**src/rtl/mips_pipe_pkg.sv**
```systemverilog
// Shared constants for the configurable MIPS inter-stage pipeline register:
// counter width, legal DEPTH range and the legacy control-bundle bit layout.
package mips_pipe_pkg;

    localparam int PIPE_CNT_W = 16;

    localparam int PIPE_DEPTH_MIN = 1;
    localparam int PIPE_DEPTH_MAX = 4;

    // Every stage packs In_Ctrl with these positions so bundles stay interchangeable
    localparam int CTRL_ALU_OP_LSB     = 0;
    localparam int CTRL_ALU_OP_W       = 4;
    localparam int CTRL_LOAD_INSTR     = 4;
    localparam int CTRL_RF_ENABLE      = 5;
    localparam int CTRL_HI_ENABLE      = 6;
    localparam int CTRL_LO_ENABLE      = 7;
    localparam int CTRL_PC_PLUS8_INSTR = 8;
    localparam int CTRL_OP_H_S         = 9;
    localparam int CTRL_MEM_ENABLE     = 10;
    localparam int CTRL_MEM_READWRITE  = 11;
    localparam int CTRL_MEM_SIZE_LSB   = 12;
    localparam int CTRL_MEM_SIZE_W     = 2;
    localparam int CTRL_MEM_SIGNE      = 14;

    function automatic bit pipeDepthOk(input int depth);
        return (depth >= PIPE_DEPTH_MIN) && (depth <= PIPE_DEPTH_MAX);
    endfunction

    // Saturating increment: sticks at all-ones instead of wrapping
    function automatic logic [PIPE_CNT_W-1:0] satInc(input logic [PIPE_CNT_W-1:0] cnt,
                                                     input logic                  ev);
        if (ev && (cnt != {PIPE_CNT_W{1'b1}})) begin
            return cnt + 1'b1;
        end
        return cnt;
    endfunction

endpackage

```
**src/rtl/pipe_stage_reg_if.sv**
```systemverilog
// Entry bus into and out of a pipeline register stage. The producer side
// drives In_* and observes Out_*; the stage itself uses the slave view.
interface pipe_stage_reg_if #(
    parameter int DATA_W = 32,
    parameter int CTRL_W = 16
) ();

    logic              In_Valid;
    logic [CTRL_W-1:0] In_Ctrl;
    logic [DATA_W-1:0] In_Data;
    logic              Out_Valid;
    logic [CTRL_W-1:0] Out_Ctrl;
    logic [DATA_W-1:0] Out_Data;

    modport master (
        output In_Valid, In_Ctrl, In_Data,
        input  Out_Valid, Out_Ctrl, Out_Data
    );

    modport slave (
        input  In_Valid, In_Ctrl, In_Data,
        output Out_Valid, Out_Ctrl, Out_Data
    );

endinterface

```
**src/rtl/pipe_stage_slot.sv**
```systemverilog
// One register slot of the pipeline chain: squash beats hold beats load,
// and ctrl is forced to zero whenever the slot is not valid.
module pipe_stage_slot #(
    parameter int DATA_W = 32,
    parameter int CTRL_W = 16
) (
    input  logic              Clk,
    input  logic              Reset,
    input  logic              i_squash,
    input  logic              i_hold,
    input  logic              i_valid,
    input  logic [CTRL_W-1:0] i_ctrl,
    input  logic [DATA_W-1:0] i_data,
    output logic              o_valid,
    output logic [CTRL_W-1:0] o_ctrl,
    output logic [DATA_W-1:0] o_data
);

    logic              r_valid;
    logic [CTRL_W-1:0] r_ctrl;
    logic [DATA_W-1:0] r_data;

    // Squash keeps data so an invalid slot still reads deterministically
    always_ff @(posedge Clk or negedge Reset) begin
        if (!Reset) begin
            r_valid <= 1'b0;
            r_ctrl  <= '0;
            r_data  <= '0;
        end else if (i_squash) begin
            r_valid <= 1'b0;
            r_ctrl  <= '0;
        end else if (!i_hold) begin
            r_valid <= i_valid;
            r_ctrl  <= i_valid ? i_ctrl : '0;
            r_data  <= i_data;
        end
    end

    assign o_valid = r_valid;
    assign o_ctrl  = r_ctrl;
    assign o_data  = r_data;

endmodule

```
**src/rtl/pipe_stage_reg.sv**
```systemverilog
// Configurable MIPS inter-stage register: DEPTH slots with stall/flush/flush-all
// handling plus saturating stall and bubble counters for performance debug.
module pipe_stage_reg
    import mips_pipe_pkg::*;
#(
    parameter int DATA_W = 32,
    parameter int CTRL_W = 16,
    parameter int DEPTH  = 1
) (
    input  logic                  Clk,
    input  logic                  Reset,
    input  logic                  Stall,
    input  logic                  Flush,
    input  logic                  Flush_All,
    input  logic                  Count_Clear,
    pipe_stage_reg_if.slave       bus,
    output logic [DEPTH-1:0]      Slot_Valid,
    output logic [PIPE_CNT_W-1:0] Stall_Count,
    output logic [PIPE_CNT_W-1:0] Bubble_Count
);

    if (!pipeDepthOk(DEPTH)) begin : g_bad_depth
        $error("pipe_stage_reg: DEPTH must be within 1..4");
    end

    logic [DEPTH-1:0]  w_valid;
    logic [CTRL_W-1:0] w_ctrl [DEPTH];
    logic [DATA_W-1:0] w_data [DEPTH];
    logic              w_stallEvent;
    logic              w_bubbleEvent;
    logic [PIPE_CNT_W-1:0] r_stallCount;
    logic [PIPE_CNT_W-1:0] r_bubbleCount;

    // Slot 0 is the only one that sees Flush and the incoming entry
    for (genvar i = 0; i < DEPTH; i++) begin : g_slot
        if (i == 0) begin : g_head
            pipe_stage_slot #(.DATA_W(DATA_W), .CTRL_W(CTRL_W)) u_slot (
                .Clk      (Clk),
                .Reset    (Reset),
                .i_squash (Flush_All | (Stall & Flush)),
                .i_hold   (Stall),
                .i_valid  (bus.In_Valid & ~Flush),
                .i_ctrl   (bus.In_Ctrl),
                .i_data   (bus.In_Data),
                .o_valid  (w_valid[i]),
                .o_ctrl   (w_ctrl[i]),
                .o_data   (w_data[i])
            );
        end else begin : g_tail
            pipe_stage_slot #(.DATA_W(DATA_W), .CTRL_W(CTRL_W)) u_slot (
                .Clk      (Clk),
                .Reset    (Reset),
                .i_squash (Flush_All),
                .i_hold   (Stall),
                .i_valid  (w_valid[i-1]),
                .i_ctrl   (w_ctrl[i-1]),
                .i_data   (w_data[i-1]),
                .o_valid  (w_valid[i]),
                .o_ctrl   (w_ctrl[i]),
                .o_data   (w_data[i])
            );
        end
    end

    assign w_stallEvent  = Stall & ~Flush_All;
    assign w_bubbleEvent = ~Flush_All & ~Stall & (~bus.In_Valid | Flush);

    always_ff @(posedge Clk or negedge Reset) begin
        if (!Reset) begin
            r_stallCount  <= '0;
            r_bubbleCount <= '0;
        end else if (Count_Clear) begin
            r_stallCount  <= '0;
            r_bubbleCount <= '0;
        end else begin
            r_stallCount  <= satInc(r_stallCount, w_stallEvent);
            r_bubbleCount <= satInc(r_bubbleCount, w_bubbleEvent);
        end
    end

    assign bus.Out_Valid = w_valid[DEPTH-1];
    assign bus.Out_Ctrl  = w_ctrl[DEPTH-1];
    assign bus.Out_Data  = w_data[DEPTH-1];
    assign Slot_Valid    = w_valid;
    assign Stall_Count   = r_stallCount;
    assign Bubble_Count  = r_bubbleCount;

endmodule

```
**src/flat_wrapper.sv**
```systemverilog
// flat-port wrapper written by rule: the top's interface ports become plain ports
module pipe_stage_reg_flat import mips_pipe_pkg::*;
#(
    parameter int DATA_W = 32,
    parameter int CTRL_W = 16,
    parameter int DEPTH  = 1
)
  (Clk, Reset, Stall, Flush, Flush_All, Count_Clear, Slot_Valid, Stall_Count, Bubble_Count, bus_In_Valid, bus_In_Ctrl, bus_In_Data, bus_Out_Valid, bus_Out_Ctrl, bus_Out_Data);
  pipe_stage_reg_if #(.DATA_W(DATA_W), .CTRL_W(CTRL_W)) bus_i ();
  input  logic Clk;
  input  logic Reset;
  input  logic Stall;
  input  logic Flush;
  input  logic Flush_All;
  input  logic Count_Clear;
  output logic [DEPTH-1:0] Slot_Valid;
  output logic [PIPE_CNT_W-1:0] Stall_Count;
  output logic [PIPE_CNT_W-1:0] Bubble_Count;
  input wire logic [$bits(bus_i.In_Valid)-1:0] bus_In_Valid;
  input wire logic [$bits(bus_i.In_Ctrl)-1:0] bus_In_Ctrl;
  input wire logic [$bits(bus_i.In_Data)-1:0] bus_In_Data;
  output wire logic [$bits(bus_i.Out_Valid)-1:0] bus_Out_Valid;
  output wire logic [$bits(bus_i.Out_Ctrl)-1:0] bus_Out_Ctrl;
  output wire logic [$bits(bus_i.Out_Data)-1:0] bus_Out_Data;
  assign bus_i.In_Valid = bus_In_Valid;
  assign bus_i.In_Ctrl = bus_In_Ctrl;
  assign bus_i.In_Data = bus_In_Data;
  assign bus_Out_Valid = bus_i.Out_Valid;
  assign bus_Out_Ctrl = bus_i.Out_Ctrl;
  assign bus_Out_Data = bus_i.Out_Data;
  pipe_stage_reg #(.DATA_W(DATA_W), .CTRL_W(CTRL_W), .DEPTH(DEPTH)) u_core (.Clk(Clk), .Reset(Reset), .Stall(Stall), .Flush(Flush), .Flush_All(Flush_All), .Count_Clear(Count_Clear), .bus(bus_i), .Slot_Valid(Slot_Valid), .Stall_Count(Stall_Count), .Bubble_Count(Bubble_Count));
endmodule
```
**config.mk**
```make
export PLATFORM = sky130hd
export DESIGN_NAME = pipe_stage_reg_flat
export DESIGN_NICKNAME = d
export VERILOG_FILES = /design/src/rtl/mips_pipe_pkg.sv /design/src/rtl/pipe_stage_reg_if.sv /design/src/rtl/pipe_stage_slot.sv /design/src/rtl/pipe_stage_reg.sv /design/src/flat_wrapper.sv
export SDC_FILE = /design/constraint.sdc
export NUM_CORES = 1
export LEC_CHECK = 0
export CORE_MARGIN = 10
export CORE_UTILIZATION = 46
export CTS_BUF_LIST = sky130_fd_sc_hd__clkbuf_8
export CTS_CLUSTER_SIZE = 14
export DETAILED_ROUTE_END_ITERATION = 8
export PLACE_DENSITY = 0.83
export SLEW_MARGIN = 10
export SYNTH_ARGS = -nofsm -noshare
export SYNTH_HDL_FRONTEND = slang
export SYNTH_SLANG_ARGS = --single-unit
```
**constraint.sdc**
```tcl
create_clock -name Clk -period 2.2 [get_ports Clk]
set_input_delay 0.22 -clock Clk [delete_from_list [all_inputs] [get_ports Clk]]
set_output_delay 0.22 -clock Clk [all_outputs]
set_load 0.01 [all_outputs]
```
==> results by group <==
Setup path
  • Critical-path top delay cell: dfrtp_1
  • Critical path launch point type: register
  • Reg-to-reg startpoint: u_core.Bubble_Count[0]
  • Top delay family on crit path: simple AND/OR/NAND/NOR gates
  • CP Max Fanout: 6
  • Req. time, crit path: 2.43 ns
  • Crit path cell chain: ha_1, and4_1, nand3_2, nor4_1, mux2_2
  • Reg2reg setup slack: 0.20 ns
  • Crit path capture type: register
  • Setup crit start: u_core.Bubble_Count[0]
  • Arr. time, crit path: 2.23 ns
  • Crit path largest cell delay: 0.41 ns
  • R2R Path End: u_core.Bubble_Count[14]
  • Setup CP Type: register to register
  • Reg2reg path depth: 5
  • CP Depth: 5
  • End of the critical path: u_core.Bubble_Count[14]
  • Buffers & Inverters on Critical Path: 0

Run status
  • Status: finished clean

Logic synthesis
  • Syn Std Cell Area: 3680 sq um
  • EDFF count, synth: 0
  • Syn Inst Count: 306
  • Yosys top cell area share: 55.0%
  • Asr flop ratio synth: 100%
  • Sequential area share after synthesis: 55.0%
  • Syn_area_per_cell: 12.0 sq um
  • Syn. warnings: 0
  • Syn Nets: 363
  • Synth Flop Type: dfrtp_1
  • Synth area leaders: dfrtp_1 55%, mux2_2 13%, a22o_1 3.8%
  • FF+latch count, synth: 81
  • Synth area leader: dfrtp_1
  • Yosys cell types: 49

Power
  • Switching Share: 24.2%
  • Gate power share: 17.0%
  • Clock group share of total power: 32.8%
  • Maximum vdd ir drop: 0.000328 V
  • Pwr Total: 3.26 mW
  • Seq pwr share: 50.2%
  • Switching pwr: 788 uW
  • Pint: 2.47 mW
  • Total power per unit cell area: 607 nW/um^2
  • Leak pwr: 2.20 nW

Floorplanning
  • DIE HEIGHT: 109 um
  • Total core area: 7770 sq um
  • Die Wd: 109 um
  • Initial Utilization: 47.4%
  • IO Count: 137
  • Rows: 32
  • Die area: 12000 sq um

Clock tree
  • Post_cts resized: 0
  • H-tree depth: 3
  • TritonCTS Buffers: 9
  • CTS root buffer: clkbuf_8
  • Clock slew at reported path FFs: 0.08 ns
  • Clock tree buffer depth: 2
  • Worst skew pair latency: 0.34 ns
  • TritonCTS clock tree: done
  • CTS Sinks: 81

Global route
  • Vias in the first global route: 3217
  • GRT overflow: 0
  • Total GRT Usage: 17.0%
  • Largest net degree at the start of global routing: 39
  • Initial antenna violation count: 0
  • First-pass GRT wire length: 16200 um

STA
  • Clock Skew: 0.00937 ns
  • Final worst-path cycle share: 90.8%
  • Worst-Margin Slew: 0.992 ns
  • Min Tclk post-route: 2.00 ns
  • Post-route worst setup slack: 0.203 ns
  • RSZ-0062 raised after global routing: false
  • Slew Viols, Final: 0
  • Setup total negative slack: 0 ns
  • Rel. slew slack: 33.6%
  • F_max: 501 MHz
  • Setup-failing EPs final: 0
  • Fin. Hold Viols: 0

Route
  • Starting DRT DRC Count: 117
  • Routed WL per cell: 18.1 um
  • Drc violations: 0
  • Vias post-DR: 3018
  • DR vias/cell: 5.44
  • Drt pass-1 iters: 4
  • Antenna-violating nets left: 0
  • WL final: 10000 um

Finish
  • Fin util: 69.2%
  • Layout cell share with drive strength beyond 1: 16.6%
  • Area grow syn2layout: 46.0%
  • Multi-input logic area: 1580 sq um
  • FILL cells: 608
  • Post-layout nets: 505
  • Final cell count without fillers: 555
  • Storage cell area: 2030 sq um
  • # diodes: 0

Job
  • Max-Cap Viols: 0

Placement
  • Placed cells: 538
  • HPWL Detailed: 7710 um
  • Global placement routability congestion: 0.848
  • DP Worst Slack: 0.0711 ns
  • Port Buf Inserts: 136

Hold path
  • Hold Path Class: input port to async pin
-- layer usage --
metal | track usage, % | share of wire, % | up-vias | wire length, um
met5 | 0 | 0 | - | 0
met4 | 6.13 | 2.1 | 0 | 215
met3 | 6.50 | 9.7 | 19 | 972
met2 | 28.4 | 50 | 109 | 4990
met1 | 19.5 | 38 | 1459 | 3840
li1 | - | - | 1431 | -
-- per-stage QoR --
stage | hold WS (ns) | instance area (sq um)
2_1_floorplan | -0.0756 | 3680
3_3_place_gp | 0.207 | 5170
3_5_place_dp | 0.206 | 5170
4_1_cts | 0.375 | 5380
5_1_grt | 0.400 | 5380
6_report | 0.365 | 5380
-- what timing repair did --
item | CTS | global route
endpoints found under the hold margin | 35 | 0
buffers inserted | 0 | 0
hold buffers | 1 | 0
-- worst min path at each step --
stage / startpoint / end / slack, ns
6_report: Reset / u_core.Bubble_Count[13] / 0.36
5_1_grt: Reset / u_core.Bubble_Count[13] / 0.40
4_1_cts: Reset / u_core.g_slot[0].g_head.u_slot.o_data[25] / 0.38
3_5_place_dp: Reset / u_core.Bubble_Count[13] / 0.21
3_3_place_gp: Reset / u_core.Bubble_Count[15] / 0.21
2_1_floorplan: Reset / u_core.Bubble_Count[0] / -0.08
-- cell usage in the layout, fill, tap and decap left out, types with 4 or more instances in the layout --
master / count
clkdlybuf4s50_1: 135
dfrtp_1: 81
mux2_2: 42
nand2_1: 16
a22o_1: 16
a21oi_1: 14
nor2_1: 13
nor2b_1: 11
clkbuf_8: 10
nand3_1: 8
o31ai_1: 8
buf_4: 8
a211oi_1: 7
and4_1: 6
nand4_1: 6
or4_1: 6
inv_1: 6
a31oi_1: 5
nor3_1: 5
nor4_1: 4
and3_1: 4
-- power groups by stage --
stage | Sequential [mW] | Clock (mW) | Combinational, mW
2_1_floorplan | 1.71 | 0 | 0.139
3_3_place_gp | 1.66 | 0 | 0.549
3_5_place_dp | 1.67 | 0 | 0.561
4_1_cts | 1.64 | 1.09 | 0.567
5_1_grt | 1.65 | 1.16 | 0.598
6_report | 1.64 | 1.07 | 0.554
-- cell usage after synthesis, drive strengths merged (7+ instances only) --
cell,instances
a211oi,7
a21oi,15
a22o,16
buf,7
dfrtp,81
mux2,42
nand2,16
nand3,10
nand4,7
nor2,14
nor2b,11
o31ai,8
-- area by class of cell --
type	count	share of cell area, %
inverter	5	0.349
timing repair buffer	144	26.4
clock inverter	6	1.09
clock buffer	10	2.56
tap	102	2.37
sequential	81	37.7
multi-input combinational	207	29.5
-- flip-flops by register name, indices dropped and copies added, names as in the netlist --
name                                 cells
u_core.g_slot.g_head.u_slot.o_data      32
u_core.Bubble_Count                     16
u_core.Stall_Count                      16
u_core.g_slot.g_head.u_slot.o_ctrl      16
u_core.g_slot.g_head.u_slot.o_valid      1
-- logic make-up (layout without fill, tap and decap cells) --
| logic type | count (synthesis) | count (layout) | share of synthesized area (%) |
|---|---|---|---|
| and+or+nand+nor | 100 | 100 | 16.8 |
| DFF | 81 | 81 | 55.0 |
| AOI/OAI and AO/OA | 61 | 61 | 12.0 |
| muxes | 44 | 44 | 13.4 |
| buffers and inverters | 18 | 165 | 2.14 |
| adders and majority gates | 2 | 2 | 0.679 |
Note: power is estimated with default switching activity, not from simulation.
